==> config.mk <==
export PLATFORM = sky130hd
export DESIGN_NAME = pc_branch_ctrl_flat
export DESIGN_NICKNAME = d
export VERILOG_FILES = /design/src/rtl/pc_branch_ctrl_pkg.sv /design/src/rtl/pc_branch_ctrl_if.sv /design/src/rtl/pc_branch_ctrl_br_decide.sv /design/src/rtl/pc_branch_ctrl.sv /design/src/flat_wrapper.sv
export SDC_FILE = /design/constraint.sdc
export NUM_CORES = 1
export LEC_CHECK = 0
export BUFFER_PORTS_ARGS = -buffer_cell sky130_fd_sc_hd__buf_4
export CAP_MARGIN = 40
export CORE_ASPECT_RATIO = 1.2
export CORE_MARGIN = 5
export CORE_UTILIZATION = 27
export CTS_CLUSTER_DIAMETER = 120
export DETAILED_ROUTE_END_ITERATION = 16
export PLACE_DENSITY = 0.52
export SLEW_MARGIN = 30
export SYNTH_ARGS = -nofsm -noshare
export SYNTH_HDL_FRONTEND = slang
export SYNTH_SLANG_ARGS = --single-unit
==> constraint.sdc <==
create_clock -name clk -period 2 [get_ports clk]
set_clock_uncertainty 0.2 [all_clocks]
set_input_delay 0.1 -clock clk [delete_from_list [all_inputs] [get_ports clk]]
set_output_delay 0.1 -clock clk [all_outputs]
set_load 0.005 [all_outputs]
==> src/rtl/pc_branch_ctrl_pkg.sv <==
// Purpose: shared branch-control constants: funct3 codes, controller states, PC step.
// Latency: n/a (declarations only).
// Backpressure: n/a.
// Contents: F3_* branch funct3 codes, br_state_t {S_RUN, S_FLUSH}, PC_STEP.
package riscv_br_pkg;

   localparam logic [2:0] F3_BEQ  = 3'b000;
   localparam logic [2:0] F3_BNE  = 3'b001;
   localparam logic [2:0] F3_BLT  = 3'b100;
   localparam logic [2:0] F3_BGE  = 3'b101;
   localparam logic [2:0] F3_BLTU = 3'b110;
   localparam logic [2:0] F3_BGEU = 3'b111;

   localparam logic [31:0] PC_STEP = 32'd4;

   typedef enum logic {
      S_RUN   = 1'b0,
      S_FLUSH = 1'b1
   } br_state_t;

endpackage

==> src/rtl/pc_branch_ctrl_if.sv <==
// Purpose: bundles the EX-stage branch inputs and the IF-side PC/flush outputs.
// Latency: n/a (wiring only).
// Backpressure: stall is carried as a plain level; the controller holds the PC while it is high.
// Modports: master = EX/hazard side (drives EX inputs, sees PC/flush),
//           slave  = pc_branch_ctrl (consumes EX inputs, drives cmpop/pc/redirect/flush/misalign).
interface pc_branch_ctrl_if;

   logic        stall;
   logic        ex_valid;
   logic        ex_is_branch;
   logic        ex_is_jump;
   logic [2:0]  ex_funct3;
   logic        br_eq;
   logic        br_lt;
   logic [31:0] ex_target;

   logic        cmpop;
   logic [31:0] pc;
   logic        redirect;
   logic        flush;
   logic        misalign;

   modport master (
      output stall, ex_valid, ex_is_branch, ex_is_jump, ex_funct3, br_eq, br_lt, ex_target,
      input  cmpop, pc, redirect, flush, misalign
   );

   modport slave (
      input  stall, ex_valid, ex_is_branch, ex_is_jump, ex_funct3, br_eq, br_lt, ex_target,
      output cmpop, pc, redirect, flush, misalign
   );

endinterface

==> src/rtl/pc_branch_ctrl_br_decide.sv <==
// Purpose: decodes branch funct3 into comparator mode and taken decision from eq/lt flags.
// Latency: purely combinational.
// Backpressure: none.
// Ports: funct3[2:0], br_eq, br_lt in; taken, cmpop (1 = signed compare) out.
module br_decide
   import riscv_br_pkg::*;
(
   input  logic [2:0] funct3,
   input  logic       br_eq,
   input  logic       br_lt,
   output logic       taken,
   output logic       cmpop
);

   // funct3[1] separates the unsigned pair (BLTU/BGEU) from the signed one;
   // BEQ/BNE land on signed, which does not affect the equality flag.
   assign cmpop = ~funct3[1];

   always_comb begin
      taken = 1'b0;
      case (funct3)
         F3_BEQ:           taken = br_eq;
         F3_BNE:           taken = ~br_eq;
         F3_BLT, F3_BLTU:  taken = br_lt;
         F3_BGE, F3_BGEU:  taken = ~br_lt;
         default:          taken = 1'b0;   // 010/011 are not branches
      endcase
   end

endmodule

==> src/rtl/pc_branch_ctrl.sv <==
// Purpose: owns the fetch PC, resolves branches/jumps from EX and flushes younger instructions.
// Latency: redirect is combinational; new PC and flush appear the cycle after; flush lasts FLUSH_DEPTH unstalled cycles.
// Backpressure: stall holds the PC and freezes the flush countdown; an accepted redirect overrides stall.
// Ports: clk, rst (async, active-high); bus (pc_branch_ctrl_if.slave) with EX inputs and
//        cmpop/pc/redirect/flush/misalign outputs.
// Optional: `define BRANCH_STATS_EN adds br_count/br_taken_count output ports.
module pc_branch_ctrl
   import riscv_br_pkg::*;
#(
   parameter logic [31:0] RESET_PC    = 32'h0000_0000,
   parameter int unsigned FLUSH_DEPTH = 2
)(
   input  logic                 clk,
   input  logic                 rst,
   pc_branch_ctrl_if.slave      bus
`ifdef BRANCH_STATS_EN
   ,
   output logic [31:0]          br_count,
   output logic [31:0]          br_taken_count
`endif
);

   localparam logic [2:0] FLUSH_INIT = 3'(FLUSH_DEPTH);

   br_state_t   state;
   logic [2:0]  flush_cnt;
   logic [31:0] pc_q;
   logic        flush_q;
   logic        misalign_q;

   logic        br_taken;
   logic        cmpop_w;
   logic [31:0] tgt;
   logic        in_run;
   logic        take;
   logic        redirect_w;
   logic        unused_tgt_lsb;

   br_decide u_decide (
      .funct3 (bus.ex_funct3),
      .br_eq  (bus.br_eq),
      .br_lt  (bus.br_lt),
      .taken  (br_taken),
      .cmpop  (cmpop_w)
   );

   // Bit 0 of the adder result is always discarded (JALR semantics).
   assign tgt            = {bus.ex_target[31:1], 1'b0};
   assign unused_tgt_lsb = bus.ex_target[0];

   // While flushing, the EX instruction is itself being killed, so it is ignored.
   assign in_run     = (state == S_RUN);
   assign take       = bus.ex_valid & (bus.ex_is_jump | (bus.ex_is_branch & br_taken)) & in_run;
   // A target with bit 1 set is reported as misaligned instead of being followed.
   assign redirect_w = take & ~tgt[1];

   always_ff @(posedge clk or posedge rst) begin
      if (rst) begin
         pc_q       <= RESET_PC;
         state      <= S_RUN;
         flush_cnt  <= 3'd0;
         flush_q    <= 1'b0;
         misalign_q <= 1'b0;
      end else begin
         misalign_q <= take & tgt[1];

         if (redirect_w) begin
            pc_q <= tgt;
         end else if (!bus.stall) begin
            pc_q <= pc_q + PC_STEP;
         end

         case (state)
            S_RUN: begin
               if (redirect_w) begin
                  state     <= S_FLUSH;
                  flush_cnt <= FLUSH_INIT;
                  flush_q   <= 1'b1;
               end
            end
            S_FLUSH: begin
               // Only advancing cycles consume flush slots; stalled ones keep the bubble in place.
               if (!bus.stall) begin
                  if (flush_cnt == 3'd1) begin
                     state     <= S_RUN;
                     flush_cnt <= 3'd0;
                     flush_q   <= 1'b0;
                  end else begin
                     flush_cnt <= flush_cnt - 3'd1;
                  end
               end
            end
            default: begin
               state     <= S_RUN;
               flush_cnt <= 3'd0;
               flush_q   <= 1'b0;
            end
         endcase
      end
   end

   assign bus.cmpop    = cmpop_w;
   assign bus.pc       = pc_q;
   assign bus.redirect = redirect_w;
   assign bus.flush    = flush_q;
   assign bus.misalign = misalign_q;

`ifdef BRANCH_STATS_EN
   logic br_seen;
   assign br_seen = bus.ex_valid & bus.ex_is_branch & in_run & ~bus.stall;

   always_ff @(posedge clk or posedge rst) begin
      if (rst) begin
         br_count       <= 32'd0;
         br_taken_count <= 32'd0;
      end else if (br_seen) begin
         br_count <= br_count + 32'd1;
         if (br_taken) begin
            br_taken_count <= br_taken_count + 32'd1;
         end
      end
   end
`endif

endmodule

==> src/flat_wrapper.sv <==
// flat-port wrapper written by rule: the top's interface ports become plain ports
module pc_branch_ctrl_flat import riscv_br_pkg::*;
#(
   parameter logic [31:0] RESET_PC    = 32'h0000_0000,
   parameter int unsigned FLUSH_DEPTH = 2
)
  (clk, rst, bus_stall, bus_ex_valid, bus_ex_is_branch, bus_ex_is_jump, bus_ex_funct3, bus_br_eq, bus_br_lt, bus_ex_target, bus_cmpop, bus_pc, bus_redirect, bus_flush, bus_misalign);
  pc_branch_ctrl_if bus_i ();
  input  logic clk;
  input  logic rst;
  input wire logic [$bits(bus_i.stall)-1:0] bus_stall;
  input wire logic [$bits(bus_i.ex_valid)-1:0] bus_ex_valid;
  input wire logic [$bits(bus_i.ex_is_branch)-1:0] bus_ex_is_branch;
  input wire logic [$bits(bus_i.ex_is_jump)-1:0] bus_ex_is_jump;
  input wire logic [$bits(bus_i.ex_funct3)-1:0] bus_ex_funct3;
  input wire logic [$bits(bus_i.br_eq)-1:0] bus_br_eq;
  input wire logic [$bits(bus_i.br_lt)-1:0] bus_br_lt;
  input wire logic [$bits(bus_i.ex_target)-1:0] bus_ex_target;
  output wire logic [$bits(bus_i.cmpop)-1:0] bus_cmpop;
  output wire logic [$bits(bus_i.pc)-1:0] bus_pc;
  output wire logic [$bits(bus_i.redirect)-1:0] bus_redirect;
  output wire logic [$bits(bus_i.flush)-1:0] bus_flush;
  output wire logic [$bits(bus_i.misalign)-1:0] bus_misalign;
  assign bus_i.stall = bus_stall;
  assign bus_i.ex_valid = bus_ex_valid;
  assign bus_i.ex_is_branch = bus_ex_is_branch;
  assign bus_i.ex_is_jump = bus_ex_is_jump;
  assign bus_i.ex_funct3 = bus_ex_funct3;
  assign bus_i.br_eq = bus_br_eq;
  assign bus_i.br_lt = bus_br_lt;
  assign bus_i.ex_target = bus_ex_target;
  assign bus_cmpop = bus_i.cmpop;
  assign bus_pc = bus_i.pc;
  assign bus_redirect = bus_i.redirect;
  assign bus_flush = bus_i.flush;
  assign bus_misalign = bus_i.misalign;
  pc_branch_ctrl #(.RESET_PC(RESET_PC), .FLUSH_DEPTH(FLUSH_DEPTH)) u_core (.clk(clk), .rst(rst), .bus(bus_i));
endmodule
Word-level counts from Yosys, hierarchy flattened
Index checks and enable logic that the tools add are counted.
{ "classes": {"n_addsub": 2, "eq_ne": 10, "n_reduce_logical": 5, "bitwise": 11, "muxes": 15} }
{ "op_table": {"columns": ["op", "count"], "rows": [
  ["32-bit 2-to-1 mux", 2],
  ["32-bit by 3-bit adder with 32-bit output (second input constant)", 1],
  ["3-bit equality test (second input constant)", 4],
  ["3-bit 2-to-1 mux", 3],
  ["3-bit by 1-bit equality test with 1-bit output (second input constant)", 2],
  ["1-bit 2-to-1 mux", 6],
  ["2-bit != test (second input constant)", 3],
  ["3-bit one-hot mux with 2 select lines", 1],
  ["1-bit AND", 5],
  ["1-bit NOT", 5],
  ["1-bit one-hot mux with 2 select lines", 2],
  ["1-bit one-hot mux with 4 select lines", 1],
  ["2-bit OR reduction", 2],
  ["3-bit logical NOT", 1],
  ["3-bit AND reduction", 1],
  ["3-bit by 1-bit subtractor with 3-bit output (second input constant)", 1],
  ["2-bit by 1-bit != test with 1-bit output (second input constant)", 1],
  ["2-bit AND reduction", 1],
  ["1-bit bitwise OR", 1]
]} }
{ "word_totals": {"ff_bits": 38, "output_inout_bits": 36, "input_bits": 43} }

Depth between registers and ports, before layout
Gate-level depths: netlist (run 1).
{ "depth": {"ltp_word": 10, "ltp_mapped": 7} }

Modules after synthesis
A second synthesis (run 1) with hierarchy kept.
{ "hier_totals": {"cells_unflattened": 243, "area_unflattened_um2": 2158.3} }
{ "by_module_without_submodules": {"columns": ["module", "cells_per_inst", "area_per_inst_um2", "seq_area_each_um2", "n_inst"], "rows": [
  ["pc_branch_ctrl", 237, 2118.3, 925.9, 1],
  ["br_decide", 6, 40.0, 0.0, 1]
]} }

Worst setup path after synthesis (run 1)
OpenSTA, ideal clock, no wires.
{ "synth_timing": {"path_type": "reg2reg", "from": "reg u_core.pc_q[2] (netlist: u_core.bus.pc[2])", "to": "reg u_core.pc_q[22] (netlist: u_core.bus.pc[22])", "setup_ns": 0.082, "arrival_ns": 1.638, "required_ns": 1.718, "slack_ns": 0.080, "stages_incl_launch_ff": 6, "path_buffers": 0, "cell_sequence": "dfrtp_1 > ha_1 > nor2b_4 > nand4_4 > or4_1 > a31oi_1"} }
{ "synth_via": {"elab_chain_len": 3} }
{ "synth_rtl": {"columns": ["item", "line", "source"], "rows": [
  ["start: declaration", "pc_branch_ctrl.sv:27", "logic [31:0] pc_q;"],
  ["start signal: assignment", "pc_branch_ctrl.sv:68", "pc_q <= tgt;"],
  ["start signal: assignment", "pc_branch_ctrl.sv:70", "pc_q <= pc_q + PC_STEP;"],
  ["32-bit by 3-bit adder with 32-bit output", "pc_branch_ctrl.sv:70", null],
  ["32-bit 2-to-1 mux", "pc_branch_ctrl.sv:69", "end else if (!bus.stall) begin"],
  ["32-bit 2-to-1 mux", "pc_branch_ctrl.sv:67", "if (redirect_w) begin"]
]} }
No other way between the ends. The select of a mux whose other input is x is not followed.
A chain may end at the register's enable or synchronous reset.

Worst setup path after layout (run 1)
{ "layout_timing": {"from": "reg u_core.pc_q[12] (netlist: u_core.bus.pc[12])", "to": "reg u_core.pc_q[24] (netlist: u_core.bus.pc[24])"} }
The elaborated chain is that of the path after synthesis.

==> Flow_metrics.wiki, run 1 <==
{| class="wikitable"
! Metric !! Value
|-
| Net total in the final layout || 416
|-
| Power density normalized to cell area || 1190 nW/µm²
|-
| Total inserted antenna cells || 0
|-
| Routed vias || 2419
|-
| Setup repair after global routing missed its margin || false
|-
| H-tree levels || 2
|-
| Outcome || completed
|-
| Max-slew violation total from the final report || 0
|-
| Origin of the worst setup path || u_core.bus.pc[12]
|-
| Number of antenna violations at the first check in global routing || 0
|-
| Max Freq || 524 MHz
|-
| Sequential element share of the synthesized area || 40.2%
|-
| Total negative setup slack || 0 ns
|-
| DR WL/cell || 15.3 µm
|-
| Worst R2R Setup Slack || 0.09 ns
|-
| Post-synth top flop || sky130_fd_sc_hd__dfrtp_1
|-
| Required time worst endpoint || 2.02 ns
|-
| I/O pin count || 79
|-
| Initial core utilization || 27.2%
|-
| Number of remaining DRC errors || 0
|-
| Clock Path Buffers || 2
|-
| Tightest Hold Check Type || primary input to flop
|-
| Final hold violation count || 0
|-
| Number of flops mapped to enable cells by yosys || 0
|-
| Reg-to-Reg End || u_core.bus.pc[24]
|-
| Area growth from synthesis to layout || 62.9%
|-
| Flop and latch count out of synthesis || 37
|-
| Die footprint || 10500 µm²
|-
| Number of filler cells placed in the layout || 874
|-
| Number of DRC markers in iteration 0 || 88
|-
| Sort of element at the start of the critical path || flop
|-
| R2R Path Start || u_core.bus.pc[12]
|-
| Top fanout value on the critical path || 9
|-
| Fraction of synthesis flops using an asynchronous set or reset pin || 100%
|-
| GRT Resource Usage Total || 14.4%
|-
| Routed wire length on met3 || 353 µm
|-
| CP endpoint kind || flop
|-
| Via count of the first global-routing pass || 2426
|-
| Post-route ant nets || 0
|-
| Pre-CTS setup slack || 0.0734 ns
|-
| Floorplan row count || 37
|-
| Gpl congestion || 0.714
|-
| Synth Net Count || 275
|-
| Worst VDD drop || 0.445 mV
|-
| Highest metal layer used by the detailed router || met4
|-
| Fraction of final layout cells sized beyond drive strength 1 || 40.7%
|-
| Clock transition time at the flip-flop clock pins of the worst setup and hold paths || 0.08 ns
|-
| Global-route wire length before repair || 12000 µm
|-
| Synth Warn # || 0
|-
| DP HPWL || 5000 µm
|-
| Slack of the critical path || 0.0920 ns
|-
| Core area || 8470 µm²
|-
| Instance count of the mapped netlist || 229
|-
| Distinct cell type count of the synthesized netlist || 38
|-
| Detailed-route vias per instance || 4.96
|-
| TritonCTS clock tree || done
|-
| Latest clock arrival within the worst-skew pair || 0.29 ns
|-
| Most frequent cells in the layout || 113 x sky130_fd_sc_hd__buf_4, 36 x sky130_fd_sc_hd__dfrtp_1, 33 x sky130_fd_sc_hd__dlygate4sd3_1
|-
| Number of endpoints failing setup at the final stage || 0
|-
| Worst setup endpoint || u_core.bus.pc[24]
|-
| Final Critical Period || 1.91 ns
|-
| Die outline height || 111 µm
|-
| Total CTS buffers || 5
|-
| Path type of the worst setup path || flop to flop
|-
| Static leakage || 1.61 nW
|-
| Avg Inst Size Synth || 10.1 µm²
|-
| Fin crit share || 95.4%
|-
| Total detailed-routing wirelength || 7460 µm
|-
| Max cap viols || 0
|-
| Worst Reg-to-Reg Cells || 4
|-
| WL met1 || 3140 µm
|-
| Clock Tree Root || sky130_fd_sc_hd__clkbuf_8
|-
| Drt pass-1 iters || 4
|-
| Most common cell after layout, fill and taps aside || sky130_fd_sc_hd__buf_4
|-
| Data arrival time of the critical path || 1.92 ns
|-
| Area of the mapped netlist || 2300 µm²
|-
| Remaining global-route overflow || 0
|-
| Wire length on met2 || 3870 µm
|-
| Num Clock Sinks || 37
|-
| # port buffers || 76
|-
| Pin count of the biggest net entering global routing || 38
|-
| Chip Width || 94.3 µm
|}
metal layers:
layer | global-route usage, % | vias to the layer above
met5 | 0 | -
met4 | 4.05 | 0
met3 | 2.44 | 8
met2 | 26.0 | 63
met1 | 17.0 | 1186
li1 | - | 1162
flip-flops by register name, summed over array words and instances (netlist names):
signal               flops
u_core.bus.misalign      1
u_core.flush_cnt         3
u_core.bus.flush         1
u_core.state             1
u_core.bus.pc           31
layout make-up:
type	instances	area (µm²)	share of cell area, %
multi-input combinational	170	1270	33.8
sequential	37	927	24.7
clock inverter	3	65.1	1.73
tap	117	146	3.90
clock buffer	5	68.8	1.83
timing repair buffer	149	1250	33.4
inverter	7	26.3	0.700
critical path, cell delays in order, from the launching register on:
cell	delay [ns]
sky130_fd_sc_hd__dfrtp_1	0.39
sky130_fd_sc_hd__and3_2	0.32
sky130_fd_sc_hd__nand4_4	0.21
sky130_fd_sc_hd__or4_1	0.54
sky130_fd_sc_hd__a31oi_1	0.18
cells by family after synthesis:
logic type               count (synthesis)  share of synthesized area (%)
flip-flops                              37                           40.2
other                                    1                          0.163
AO/OA/AOI/OAI                           63                           18.4
XOR/XNOR                                13                           4.95
multiplexers                            13                           6.36
AND/OR/NAND/NOR                         76                           22.6
buffers and inverters                   23                           5.71
adder cells (fa/ha/maj)                  3                           1.63
stage by stage:
stage	utilization [%]	total power, mW	hold WS (ns)	instance area [µm²]	cells
6_report	44.3	4.45	0.0433	3750	488
5_1_grt	44.3	4.78	0.0814	3750	488
4_1_cts	42.9	4.39	0.0358	3630	476
3_5_place_dp	36.8	3.50	0.0633	3120	432
3_3_place_gp	36.8	3.46	0.0688	3120	432
2_1_floorplan	-	2.43	0.0265	2300	229
timing repair:
item	in CTS	in global routing
endpoints found under the hold margin	68	0
cloned	1	1
pin swaps	1	3
gates resized for setup	0	4
buffers inserted	2	11
endpoints found under the setup margin	1	14
hold buffers	33	0
how the worst min path moves through the flow:
stage,startpoint,to,slack [ns],cells past startpoint
after detailed placement,rst,u_core.bus.pc[6],0.06,3
after CTS,bus_stall,u_core.state,0.04,4
after global placement,rst,u_core.bus.pc[8],0.07,3
final,bus_stall,u_core.state,0.04,4
after floorplan,bus_ex_funct3[1],bus_cmpop,0.03,1
after global routing,bus_stall,u_core.state,0.08,4
power by group:
group / total (mW) / switching, mW / internal [mW]
clock: 0.786 / 0.290 / 0.496
combinational: 2.26 / 0.969 / 1.29
sequential: 1.40 / 0.298 / 1.10
synthesized netlist by cell type (6+ instances only):
library cell | number | area, µm²
sky130_fd_sc_hd__nand2_1 | 12 | 45.0
sky130_fd_sc_hd__mux2_2 | 13 | 146
sky130_fd_sc_hd__a31oi_1 | 18 | 113
sky130_fd_sc_hd__o21ai_0 | 12 | 60.1
sky130_fd_sc_hd__nand4_1 | 6 | 37.5
sky130_fd_sc_hd__inv_1 | 7 | 26.3
sky130_fd_sc_hd__a211oi_1 | 18 | 135
sky130_fd_sc_hd__buf_4 | 8 | 60.1
sky130_fd_sc_hd__or4_1 | 9 | 67.6
sky130_fd_sc_hd__xnor2_1 | 10 | 87.6
sky130_fd_sc_hd__or3_1 | 9 | 56.3
sky130_fd_sc_hd__dfrtp_1 | 37 | 926
sky130_fd_sc_hd__o31ai_1 | 9 | 67.6
sky130_fd_sc_hd__nand3_1 | 14 | 70.1
Power figures use the tool's default switching activity.
==> run 2: changes to the inputs <==
- BUFFER_PORTS_ARGS: -buffer_cell sky130_fd_sc_hd__buf_4 -> -buffer_cell sky130_fd_sc_hd__buf_2
- TNS_END_PERCENT: not set -> 50
==> Flow_metrics.wiki, run 2 (same netlist as run 1, synthesis figures left out) <==
{| class="wikitable"
! Metric !! Value
|-
| Outcome || completed
|-
| Clock transition time at the flip-flop clock pins of the worst setup and hold paths || 0.08 ns
|-
| Final Critical Period || 1.88 ns
|-
| Total negative setup slack || 0 ns
|-
| Most prevalent standard cell on the critical path || sky130_fd_sc_hd__buf_12
|-
| Num Clock Sinks || 37
|-
| Routed vias || 2293
|-
| Number of DRC markers in iteration 0 || 89
|-
| Most frequent cells in the layout || 76 x sky130_fd_sc_hd__buf_2, 35 x sky130_fd_sc_hd__dfrtp_1, 31 x sky130_fd_sc_hd__dlygate4sd3_1
|-
| Path type of the worst setup path || flop to flop
|-
| Pin count of the biggest net entering global routing || 38
|-
| Longest individual stage delay on the worst path || 0.37 ns
|-
| Number of antenna violations at the first check in global routing || 0
|-
| Transition at the pin with the smallest max-transition slack || 0.506 ns
|-
| Clock Tree Root || sky130_fd_sc_hd__clkbuf_8
|-
| Number of endpoints failing setup at the final stage || 0
|-
| Worst hold margin || 0.0588 ns
|-
| Drt pass-1 iters || 4
|-
| Critical path buffer and inverter count || 2
|-
| Net total in the final layout || 406
|-
| Area growth from synthesis to layout || 50.7%
|-
| Data arrival time of the critical path || 1.85 ns
|-
| Pre-CTS setup slack || 0.0747 ns
|-
| H-tree levels || 2
|-
| Slack of the critical path || 0.119 ns
|-
| Total CTS buffers || 5
|-
| Number of flip-flops under the largest register name || 31
|-
| Floorplan row count || 37
|-
| Gpl congestion || 0.753
|-
| Max-slew violation total from the final report || 0
|-
| Power density normalized to cell area || 1180 nW/µm²
|-
| Number of remaining DRC errors || 0
|-
| Clock Path Buffers || 2
|-
| Max cap viols || 0
|-
| Fin crit share || 94.1%
|-
| Tightest Hold Check Type || primary input to flop
|-
| Remaining global-route overflow || 0
|-
| Worst VDD drop || 0.371 mV
|-
| Most common cell after layout, fill and taps aside || sky130_fd_sc_hd__buf_2
|-
| GRT Resource Usage Total || 13.9%
|-
| Fraction of final layout cells sized beyond drive strength 1 || 39.9%
|-
| Die outline height || 111 µm
|-
| Top fanout value on the critical path || 9
|-
| Detailed-route vias per instance || 4.80
|-
| Global-route wire length before repair || 11700 µm
|-
| I/O pin count || 79
|-
| Required time worst endpoint || 1.97 ns
|-
| Latest clock arrival within the worst-skew pair || 0.29 ns
|-
| Initial core utilization || 27.2%
|-
| Die footprint || 10500 µm²
|-
| Tightest slew margin relative to the limit || 66.3%
|-
| Via count of the first global-routing pass || 2430
|-
| # port buffers || 76
|-
| Final hold violation count || 0
|-
| Sort of element at the start of the critical path || flop
|-
| CP endpoint kind || flop
|-
| Chip Width || 94.3 µm
|-
| Total detailed-routing wirelength || 7030 µm
|-
| TritonCTS clock tree || done
|-
| Post-route ant nets || 0
|-
| Kind of cell adding the most delay to the critical path || compound AO/OA/AOI/OAI gates
|-
| DP HPWL || 5020 µm
|-
| Crit path max-delay cell type || sky130_fd_sc_hd__dfrtp_1
|-
| DR WL/cell || 14.7 µm
|-
| Max Freq || 532 MHz
|-
| CP Cell Sequence || and4b_1 -> a22oi_2 -> a21o_1 -> buf_12 -> buf_12 -> mux2_2
|-
| Core area || 8470 µm²
|-
| Post-layout util || 40.9%
|-
| Static leakage || 1.48 nW
|-
| Total inserted antenna cells || 0
|-
| Setup repair after global routing missed its margin || false
|}
run 2: power by group:
| group | switching [mW] | total, mW | internal, mW |
|---|---|---|---|
| Sequential | 0.293 | 1.40 | 1.11 |
| Combinational | 0.927 | 2.00 | 1.07 |
| Clock | 0.279 | 0.686 | 0.407 |
run 2: repair_timing:
| item | in CTS | in global routing |
|---|---|---|
| resized for setup | 0 | 7 |
| setup buffers | 0 | 4 |
| endpoints found under the hold margin | 67 | 0 |
| hold buffers | 31 | 0 |
| setup endpoints to repair | 0 | 12 |
run 2: worst register-to-register path, delay by kind of cell, from the launching register on:
family	cells	cell delay [ns]
AOI/OAI and AO/OA	2	0.38
DFF	1	0.37
muxes	1	0.33
buffers and inverters	2	0.28
and+or+nand+nor	1	0.21
run 2: layout make-up:
cell class	instances	area, µm²
Timing Repair Buffer	140	988
Inverter	7	26.3
Clock buffer	7	86.3
Tap cell	117	146
Sequential cell	37	928
Multi-Input combinational cell	169	1260
Clock inverter	1	30.0
Fill cell	871	5000
run 2: final timing paths:
check,start,end,slack (ns),cells after the start
max,u_core.state,u_core.bus.pc[6],0.12,6
min,bus_ex_target[1],u_core.bus.misalign,0.06,2
max reg2reg,u_core.state,u_core.bus.pc[6],0.12,6
min reg2reg,u_core.bus.pc[1],u_core.bus.pc[1],0.30,1
max in group asynchronous,rst,u_core.bus.pc[2],0.95,4
min in group asynchronous,rst,u_core.bus.pc[7],0.28,4
run 2: through the flow:
stage               power [mW]  cells  instance area [µm²]
floorplan                 2.43    229                 2300
global route              4.42    478                 3470
global placement          3.29    435                 2970
finish                    4.08    478                 3470
detailed placement        3.34    435                 2970
CTS                       4.09    474                 3390
run 2: layer usage:
metal  global-route usage (%)  up-vias  part of all wire [%]
met5                        0        -                     0
met4                     5.01        0                   2.3
met3                     2.51       12                   6.2
met2                     24.2       69                    50
met1                     16.9     1069                    42
li1                         -     1143                     -
==> run 3: changes to the inputs <==
- CORE_UTILIZATION: 27 -> 45
- GPL_TIMING_DRIVEN: not set -> 1
- PLACE_DENSITY: 0.52 -> 0.78
==> Flow_metrics.wiki, run 3 (same netlist as run 1, synthesis figures left out) <==
{| class="wikitable"
! Metric !! Value
|-
| Number of remaining DRC errors || 0
|-
| Pin count of the biggest net entering global routing || 38
|-
| Beginning of the worst hold path || bus_ex_target[1]
|-
| Worst VDD drop || 0.747 mV
|-
| H-tree levels || 2
|-
| Final Critical Period || 1.97 ns
|-
| Worst R2R Setup Slack || 0.03 ns
|-
| Post-route cell area || 3300 µm²
|-
| Post-layout util || 66.9%
|-
| Tightest Hold Check Type || primary input to flop
|-
| Drt pass-1 iters || 4
|-
| Required time worst endpoint || 2.00 ns
|-
| Routed vias || 2321
|-
| Switching power summed over all nets || 1.47 mW
|-
| Max cap viols || 0
|-
| Cell Int Power || 2.36 mW
|-
| Global-route wire length before repair || 10100 µm
|-
| Most common cell after layout, fill and taps aside || sky130_fd_sc_hd__buf_2
|-
| Area growth from synthesis to layout || 43.5%
|-
| Via count of the first global-routing pass || 2239
|-
| Number of filler cells placed in the layout || 395
|-
| Core area || 4940 µm²
|-
| TritonCTS clock tree || done
|-
| # port buffers || 76
|-
| GRT Resource Usage Total || 19.6%
|-
| Number of DRC markers in iteration 0 || 197
|-
| Fin crit share || 98.3%
|-
| Post-placement cell area || 2840 µm²
|-
| Cell depth of the worst min-delay path || 2
|-
| Max Freq || 509 MHz
|-
| Total inserted antenna cells || 0
|-
| DP HPWL || 4320 µm
|-
| Post-route ant nets || 0
|-
| Most frequent cells in the layout || 76 x sky130_fd_sc_hd__buf_2, 36 x sky130_fd_sc_hd__dfrtp_1, 31 x sky130_fd_sc_hd__dlygate4sd3_1
|-
| Total CTS buffers || 5
|-
| Max-slew violation total from the final report || 0
|-
| R2R Path Start || u_core.bus.pc[2]
|-
| Net total in the final layout || 401
|-
| Die outline height || 88.4 µm
|-
| Outcome || completed
|-
| Floorplan row count || 28
|-
| Chip Width || 75.3 µm
|-
| I/O pin count || 79
|-
| Clock Tree Root || sky130_fd_sc_hd__clkbuf_8
|-
| Remaining global-route overflow || 0
|-
| Number of endpoints failing setup at the final stage || 0
|-
| Static leakage || 1.43 nW
|-
| Fraction of final layout cells sized beyond drive strength 1 || 38.3%
|-
| Relative contribution of combinational cells to total power || 48.3%
|-
| Path type of the worst setup path || flop to flop
|-
| Top fanout value on the critical path || 5
|-
| Latest clock arrival within the worst-skew pair || 0.28 ns
|-
| Switching share of power || 38.4%
|-
| Sequential share of power || 38.0%
|-
| Total negative setup slack || 0 ns
|-
| Clock Path Buffers || 2
|-
| Clock group share of total power || 13.8%
|-
| Total detailed-routing wirelength || 6530 µm
|-
| Initial core utilization || 46.6%
|-
| Gpl congestion || 0.820
|-
| Final hold violation count || 0
|-
| Clock transition time at the flip-flop clock pins of the worst setup and hold paths || 0.07 ns
|-
| Die footprint || 6650 µm²
|-
| Worst Reg-to-Reg Cells || 5
|-
| Power density normalized to cell area || 1160 nW/µm²
|-
| Num Clock Sinks || 37
|-
| Detailed-route vias per instance || 5.59
|-
| Sort of element at the start of the critical path || flop
|-
| Reg-to-Reg End || u_core.bus.pc[22]
|-
| WHS Endpoint || u_core.bus.misalign
|-
| DR WL/cell || 15.7 µm
|-
| CP endpoint kind || flop
|-
| Data arrival time of the critical path || 1.96 ns
|-
| Number of antenna violations at the first check in global routing || 0
|-
| Number of flip-flops under the largest register name || 31
|}
## run 3: changes by cell type in the layout (fill, tap and decap cells not counted), sizes merged
cell and delta:
nand4 +1, buf -6, bufinv -1
## run 3: repair_timing
action	4_1_cts	5_1_grt
gates cloned	0	1
endpoints found under the hold margin	67	0
pin swaps	1	4
hold buffers	31	0
gates resized for setup	0	5
buffers inserted	1	4
setup endpoints to repair	1	16
## run 3: power groups by stage
stage,clock network [mW],registers [mW],logic (mW)
floorplan,0,1.48,0.956
global placement,0,1.42,1.70
detailed placement,0,1.44,1.75
CTS,0.542,1.43,1.81
global route,0.568,1.51,2.04
finish,0.528,1.46,1.85
## run 3: routing by layer
| layer | GRT usage (%) | up-vias | wire, µm |
|---|---|---|---|
| li1 | - | 1132 | - |
| met1 | 23.2 | 1096 | 2630 |
| met2 | 34.2 | 78 | 3290 |
| met3 | 4.20 | 15 | 438 |
| met4 | 7.31 | 0 | 163 |
| met5 | 0 | - | 0 |
## run 3: how the worst max path moves through the flow
stage                                 from                end  slack, ns  cells past startpoint
final                     u_core.bus.pc[2]  u_core.bus.pc[22]       0.03                      5
after global routing      u_core.bus.pc[2]  u_core.bus.pc[18]      -0.02                      6
after CTS                 u_core.bus.pc[2]  u_core.bus.pc[25]       0.03                      5
after detailed placement  u_core.bus.pc[3]  u_core.bus.pc[25]       0.05                      5
after global placement    u_core.bus.pc[3]  u_core.bus.pc[25]       0.08                      5
after floorplan           u_core.bus.pc[2]  u_core.bus.pc[22]       0.08                      5
## run 3: final cells by class
class	count	area, µm²	area share, %
Clock buffer	7	86.3	2.61
Multi-Input combinational cell	170	1270	38.4
Tap cell	60	75.1	2.27
Inverter	7	26.3	0.795
Sequential cell	37	927	28.1
Timing Repair Buffer	134	918	27.8
## run 3: critical path, stage by stage, from the launching register on
cell and delay, ns:
sky130_fd_sc_hd__dfrtp_1 0.44, sky130_fd_sc_hd__ha_2 0.22, sky130_fd_sc_hd__nor2b_4 0.17, sky130_fd_sc_hd__nand4_4 0.12
sky130_fd_sc_hd__or4_1 0.54, sky130_fd_sc_hd__a31oi_1 0.19
## run 3: stage by stage
stage	worst slack (ns)	instances	power, mW	hold WS [ns]
after CTS	0.0293	410	3.78	0.0410
after global routing	-0.0162	415	4.12	0.0565
after global placement	0.0808	371	3.12	0.0373
after detailed placement	0.0452	371	3.19	0.0451
after floorplan	0.0799	229	2.43	0.0265
final	0.0349	415	3.83	0.0411
